<file path="src/rtl/inst_fetch_queue.sv">
// Instruction fetch queue: an in-order FIFO of {pc, instr, adel} entries between fetch and decode.
// The head entry is presented combinationally. When the queue is empty the outputs read as a nop.
module inst_fetch_queue #(
    parameter int DEPTH = 4
) (
    input  logic                     clk,
    input  logic                     resetn,
    input  logic                     in_valid,
    output logic                     in_ready,
    input  logic [31:0]              in_pc,
    input  logic [31:0]              in_instr,
    input  logic                     in_adel,
    input  logic                     flush,
    output logic                     out_valid,
    input  logic                     out_ready,
    output logic [31:0]              instrD,
    output logic [31:0]              pcD,
    output logic                     adelD,
    output logic [$clog2(DEPTH):0]   count
);

    localparam int AW = $clog2(DEPTH);
    localparam int CW = AW + 1;

    logic [AW-1:0] wr_ptr_q, wr_ptr_d;
    logic [AW-1:0] rd_ptr_q, rd_ptr_d;
    logic [CW-1:0] count_q, count_d;
    logic          push, pop;

    logic [31:0] pc_mem    [DEPTH];
    logic [31:0] instr_mem [DEPTH];
    logic        adel_mem  [DEPTH];

    assign in_ready  = (count_q != CW'(DEPTH));
    assign out_valid = (count_q != '0);
    assign push      = in_valid && in_ready && !flush;
    assign pop       = out_valid && out_ready && !flush;
    assign count     = count_q;

    always_comb begin
        wr_ptr_d = wr_ptr_q;
        rd_ptr_d = rd_ptr_q;
        count_d  = count_q;
        if (flush) begin
            wr_ptr_d = '0;
            rd_ptr_d = '0;
            count_d  = '0;
        end else begin
            if (push) wr_ptr_d = wr_ptr_q + AW'(1);
            if (pop)  rd_ptr_d = rd_ptr_q + AW'(1);
            case ({push, pop})
                2'b10:   count_d = count_q + CW'(1);
                2'b01:   count_d = count_q - CW'(1);
                default: count_d = count_q;
            endcase
        end
    end

    always_ff @(posedge clk or negedge resetn) begin
        if (!resetn) begin
            wr_ptr_q <= '0;
            rd_ptr_q <= '0;
            count_q  <= '0;
        end else begin
            wr_ptr_q <= wr_ptr_d;
            rd_ptr_q <= rd_ptr_d;
            count_q  <= count_d;
        end
    end

    // Storage needs no reset: it is only ever read behind a valid count.
    always_ff @(posedge clk) begin
        if (push) begin
            pc_mem[wr_ptr_q]    <= in_pc;
            instr_mem[wr_ptr_q] <= in_instr;
            adel_mem[wr_ptr_q]  <= in_adel;
        end
    end

    assign instrD = out_valid ? instr_mem[rd_ptr_q] : 32'h0000_0000;
    assign pcD    = out_valid ? pc_mem[rd_ptr_q]    : 32'h0000_0000;
    assign adelD  = out_valid ? adel_mem[rd_ptr_q]  : 1'b0;

endmodule
</file>
<file path="config.mk">
export PLATFORM = sky130hd
export DESIGN_NAME = inst_fetch_queue
export DESIGN_NICKNAME = d
export VERILOG_FILES = /design/src/rtl/inst_fetch_queue.sv
export SDC_FILE = /design/constraint.sdc
export NUM_CORES = 1
export LEC_CHECK = 0
export ABC_AREA = 1
export CORE_MARGIN = 1.5
export CORE_UTILIZATION = 45
export CTS_CLUSTER_SIZE = 25
export DETAILED_ROUTE_END_ITERATION = 8
export GPL_ROUTABILITY_DRIVEN = 0
export HOLD_SLACK_MARGIN = 0.1
export PLACE_DENSITY = 0.63
export SLEW_MARGIN = 25
export SYNTH_ARGS = -nofsm -noshare
export SYNTH_HDL_FRONTEND = slang
export SYNTH_SLANG_ARGS = --single-unit
export TNS_END_PERCENT = 30
</file>
<file path="constraint.sdc">
create_clock -name clk -period 9 [get_ports clk]
set_input_delay 2.7 -clock clk [delete_from_list [all_inputs] [get_ports clk]]
set_output_delay 2.7 -clock clk [all_outputs]
set_load 0.01 [all_outputs]
</file>
==> reports/qor.yml, run 1 <==
run_status:
  status: "complete, no violations"
sta:
  hold_viol_final: 0
  finClkSkew_ns: 0.0138
  fmax_ghz: 0.158
  drv_slew: 0
  rsz0062_at_grt: "no"
  tightest_slew_ns: 0.961
  setup_viol: 0
  maxSlewHeadroom: 0.358
  finalCriticalPeriod_ns: 6.32
  tns_ns: 0
  fin_crit_sh: 0.703
drt:
  first_iter_violations: 410
  viasPerCell: 5.06
  drtPass1Iterations: 5
  routed_wl_um: 22500
  avgRoutedWirePerCell_um: 17.4
  drc: 0
  final_antenna_net_count: 0
  vias: 6536
worst_setup_path:
  slowest_delay_ns: 0.75
  slowest_stage: "buf_4"
  end_kind: "output port"
  rrSetupSlack_ns: 6.02
  critPathMaxFanout: 87
  worstPathArrival_ns: 3.62
  worstPathCellList: "inv_4 > buf_4 > o21ai_0 > a21oi_1 > clkdlybuf4s50_1"
  critPathKind: "flop to output port"
  crit_required_ns: 6.30
  critPathLaunchType: "flop"
power:
  sw_frac_of_total: 0.309
  power.density_nw_per_um2: 282
  pwr-share-comb: 0.313
  ir_drop_v: 0.000189
  p_leak_uw: 0.00436
  clockPowerShare: 0.279
  cell_internal_pwr_uw: 2530
  netSwitchingPower_uw: 1130
  p_seq_frac: 0.409
yosys:
  synth_edf_count: 260
  synthFlopType: "edfxtp_1"
  synth-seq-cells: 267
  synthCells: 831
  syn_nets: 906
  avgSynthCellArea_um2: 12.7
  yosys_warnings: 0
  syn_area_um2: 10500
  synth_cell_types: 26
  ys_async_sr_fraction: 0.0262
  ys_seq_area_frac: 0.757
floorplan:
  die_area_um2: 24400
  num_rows: 55
  dieWidth_um: 156
  num_io_pins: 140
  die_h_um: 156
  core_um2: 22800
  start_util: 0.462
cells_and_area:
  nFillCells: 1917
  diodes: 0
  drive_gt1_frac: 0.0705
  fin_nets: 1035
  layout_common_cells: "261 x nor2_1, 260 x edfxtp_1, 139 x clkdlybuf4s50_1"
  mostFrequentLayoutCell: "nor2_1"
  fin_util: 0.569
  area_growth_pct: 23.2
clock_tree:
  post_cts_buffers: 0
  clock_sinks: 267
  htree_levels: 1
  clockRootBuffer: "clkbuf_16"
  numCtsBuffers: 28
  holdBufCountCts: 0
  cts_buffer_depth: 3
  cts_tree: "yes"
  cts.clk_slew.worst_paths_ns: 0.06
  ctsResizeCount: 0
  clk_latency_ns: 0.53
grt:
  grt_antenna_before_repair: 1
  grt_max_degree: 88
  grt_pass1_wl_um: 35400
  grtUsageTotal: 0.189
  grt_overflow: 0
  grt_pass1_vias: 6521
placement:
  portBuffers: 139
  dpl.hpwl_um: 12300
flow_run:
  maxCapViolCount: 0
min_path:
  min_path_type: "flop to flop"
[per-stage QoR]
step | setup WS [ns] | cell area [um^2] | power [uW] | std cells | hold slack (ns)
global placement | 3.24 | 12200 | 2680 | 1242 | 0.574
global route | 2.40 | 13000 | 3860 | 1292 | 0.612
floorplan | 2.77 | 10500 | 2120 | 831 | 0.580
finish | 2.68 | 13000 | 3660 | 1292 | 0.579
CTS | 2.67 | 13000 | 3710 | 1292 | 0.588
detailed placement | 3.25 | 12200 | 2680 | 1243 | 0.572
[synth_stat cells, types with 2 or more instances]
library cell	count	area share
a21oi_1	67	0.032
buf_2	17	0.0081
buf_4	12	0.0085
buf_6	2	0.0021
clkbuf_1	10	0.0036
clkbuf_2	8	0.0038
dfrtp_1	7	0.017
edfxtp_1	260	0.74
ha_1	4	0.0047
inv_1	9	0.0032
inv_2	5	0.0018
nand2_1	16	0.0057
nand2_2	5	0.0030
nor2_1	265	0.094
o21ai_0	81	0.038
o21ai_1	53	0.025
[worst max-delay path, delay by kind of cell (launching register included)]
family / cells / cell delay (ns)
DFF: 1 / 0.73
buffers and inverters: 3 / 1.77
AOI/OAI and AO/OA: 2 / 0.45
[worst paths after layout]
kind	startpoint	to	depth (start not counted)
setup / recovery	rd_ptr_q[0]	instrD[31]	5
max in group asynchronous	resetn	rd_ptr_q[0]	1
min in group asynchronous	resetn	wr_ptr_q[0]	1
hold reg to reg	count[0]	count[0]	1
hold / removal	count[0]	count[0]	1
setup reg to reg	count[0]	pc_mem[0][17]	7
[logic make-up (layout without fill, tap and decap cells)]
logic type | Yosys count | count (layout) | synth area share
simple gates | 291 | 291 | 0.107
flops | 267 | 267 | 0.757
compound gates | 203 | 203 | 0.0969
buf+inv | 64 | 212 | 0.0314
fa+ha+maj | 5 | 5 | 0.00664
xor+xnor | 1 | 1 | 0.000831
[routing by layer]
layer  part of all wire  routed length [um]  global-route usage
met2               0.49               11000               0.326
met5                  0                   0                   0
met3              0.051                1160              0.0342
met1               0.44                9990               0.251
met4              0.017                 374              0.0399
[state kept, by name, indices dropped and copies added (netlist names)]
| name | cells |
|---|---|
| rd_ptr_q | 2 |
| count | 3 |
| instr_mem | 128 |
| pc_mem | 128 |
| wr_ptr_q | 2 |
| adel_mem | 4 |
[cell type report]
class                   count  area [um^2]  area share
well taps                 313          392      0.0301
multi-input cells         500         2260       0.174
clock inverters            14         66.3     0.00510
clock buffers              35          748      0.0576
repair buffers            149         1490       0.114
flip-flops and latches    267         7990       0.615
inverters                  14         55.1     0.00424
[power by group through the flow]
stage	logic, uW	clock network [uW]	registers, uW
finish	1140	1020	1500
global route	1260	1090	1510
CTS	1170	1040	1500
detailed placement	1160	0	1520
global placement	1160	0	1520
floorplan	624	0	1500
Power figures use the tool's default switching activity.
==> run 2, diff against run 1 <==
--- a/config.mk
+++ b/config.mk
@@ -12,7 +12,7 @@
 export DETAILED_ROUTE_END_ITERATION = 8
 export GPL_ROUTABILITY_DRIVEN = 0
 export HOLD_SLACK_MARGIN = 0.1
-export PLACE_DENSITY = 0.63
+export PLACE_DENSITY = 0.66
 export SLEW_MARGIN = 25
 export SYNTH_ARGS = -nofsm -noshare
 export SYNTH_HDL_FRONTEND = slang
==> constraint.sdc (replaced) <==
create_clock -name clk -period 5.08 [get_ports clk]
set_input_delay 1.524 -clock clk [delete_from_list [all_inputs] [get_ports clk]]
set_output_delay 1.524 -clock clk [all_outputs]
set_load 0.01 [all_outputs]
==> reports/qor.yml, run 2 (synthesized netlist as in run 1, its figures left out) <==
run_status:
  status: "complete, no violations"  # unchanged
power:
  power.density_nw_per_um2: 515  # was 282 nW/um^2
  p_leak_uw: 0.00445  # was 0.00436 uW
  ir_drop_v: 0.000365  # was 0.000189 V
clock_tree:
  ctsResizeCount: 0  # unchanged
  holdBufCountCts: 0  # unchanged
  clockRootBuffer: "clkbuf_16"  # unchanged
  clock_sinks: 267  # unchanged
  cts_buffer_depth: 3  # unchanged
  numCtsBuffers: 28  # unchanged
  post_cts_buffers: 0  # unchanged
  cts_tree: "yes"  # unchanged
  htree_levels: 1  # unchanged
  clk_latency_ns: 0.53  # about the same
  cts.clk_slew.worst_paths_ns: 0.06  # about the same
drt:
  drc: 0  # unchanged
  first_iter_violations: 510  # was 410
  vias: 6667  # was 6536
  viasPerCell: 5.13  # was 5.06
  avgRoutedWirePerCell_um: 17.7  # was 17.4 um
  drtPass1Iterations: 5  # unchanged
  final_antenna_net_count: 0  # unchanged
  routed_wl_um: 22900  # was 22500 um
placement:
  portBuffers: 139  # unchanged
  place_inst: 1247  # was 1243
  dpl.hpwl_um: 12800  # was 12300 um
worst_setup_path:
  critPathLaunchType: "flop"  # unchanged
  crit_required_ns: 3.56  # was 6.30 ns
  worstPathArrival_ns: 3.13  # was 3.62 ns
  end_kind: "output port"  # unchanged
  critPathKind: "flop to output port"  # unchanged
  critPathMaxFanout: 81  # was 87
sta:
  hold_slack_ns: 0.590  # was 0.579 ns
  setup_viol: 0  # unchanged
  fin_crit_sh: 0.917
  hold_viol_final: 0  # unchanged
  drv_slew: 0  # unchanged
  tns_ns: 0  # unchanged
  maxSlewHeadroom: 0.434  # was 0.358
  fmax_ghz: 0.215
  tightest_slew_ns: 0.849  # was 0.961 ns
  finClkSkew_ns: 0.0146  # was 0.0138 ns
  finalCriticalPeriod_ns: 4.66
  rsz0062_at_grt: "no"  # unchanged
floorplan:
  dieWidth_um: 156  # unchanged
  start_util: 0.462  # unchanged
  die_area_um2: 24400  # unchanged
  num_io_pins: 140  # unchanged
  core_um2: 22800  # unchanged
  die_h_um: 156  # unchanged
  num_rows: 55  # unchanged
cells_and_area:
  reg.largest.list: "instr_mem: 128 flops, pc_mem: 128 flops, adel_mem: 4 flops"  # unchanged
  nFillCells: 1858  # was 1917
  drive_gt1_frac: 0.0801  # was 0.0705
  diodes: 0  # unchanged
  area_growth_pct: 25.2  # was 23.2%
  instances_no_fill: 1299  # was 1292
  layout_common_cells: "261 x nor2_1, 260 x edfxtp_1, 139 x clkdlybuf4s50_1"  # unchanged
  mostFrequentLayoutCell: "nor2_1"  # unchanged
  fin_nets: 1039  # was 1035
flow_run:
  maxCapViolCount: 0  # unchanged
grt:
  grt_antenna_before_repair: 0  # was 1
  grtUsageTotal: 0.190  # was 0.189
  grt_pass1_wl_um: 35800  # was 35400 um
  grt_overflow: 0  # unchanged
  grt_max_degree: 82  # was 88
  grt_pass1_vias: 6631  # was 6521
min_path:
  min_path_type: "flop to flop"  # unchanged
[run 2: cell types whose count changed in the layout (fill, tap and decap cells not counted), sizes merged]
cell | before | now
bufinv | 0 | 3
clkbuf | 35 | 40
clkinv | 13 | 5
buf | 10 | 14
clkinvlp | 1 | 4
[run 2: worst paths after layout]
| path | start | end | slack (ns) | depth (start not counted) |
|---|---|---|---|---|
| max | rd_ptr_q[0] | pcD[16] | 0.42 | 5 |
| min | count[1] | count[1] | 0.59 | 2 |
| max reg2reg | count[0] | instr_mem[2][27] | 2.63 | 7 |
| min reg2reg | count[1] | count[1] | 0.59 | 2 |
| max in group asynchronous | resetn | rd_ptr_q[0] | 3.53 | 1 |
| min in group asynchronous | resetn | count[1] | 1.26 | 1 |
[run 2: final cells by class]
class | instances | area [um^2] | share of cell area
Clock buffer | 40 | 817 | 0.0619
Clock inverter | 12 | 143 | 0.0108
Inverter | 14 | 55.1 | 0.00417
Multi-Input combinational cell | 500 | 2260 | 0.171
Sequential cell | 267 | 7990 | 0.605
Tap cell | 313 | 392 | 0.0297
Timing Repair Buffer | 153 | 1550 | 0.117
[run 2: critical path, cell delays in order, from the launching register on]
cell	delay, ns
dfrtp_4	0.67
inv_4	0.62
buf_4	0.36
o21ai_0	0.14
a21oi_1	0.19
clkdlybuf4s50_1	0.57
[run 2: routing by layer]
layer | global-route usage | wire length (um)
met4 | 0.0426 | 353
met3 | 0.0275 | 1220
met1 | 0.249 | 9780
met2 | 0.335 | 11600
met5 | 0 | 0
[run 2: power breakdown]
group | internal [uW] | leakage (uW) | switching, uW
Clock | 1270 | 0.000458 | 800
Combinational | 924 | 0.00154 | 1180
Sequential | 2560 | 0.00245 | 75.9
Total | 4750 | 0.00445 | 2050
[run 2: metrics by stage]
step           setup slack [ns]  instance area [um^2]   util  total power, uW
2_1_floorplan            0.0268                 10500      -             3760
3_5_place_dp              0.969                 12200  0.536             4800
4_1_cts                   0.386                 13200  0.578             6870
5_1_grt                   0.213                 13200  0.578             7130
6_report                  0.423                 13200  0.578             6800
3_3_place_gp               1.01                 12200  0.536             4780
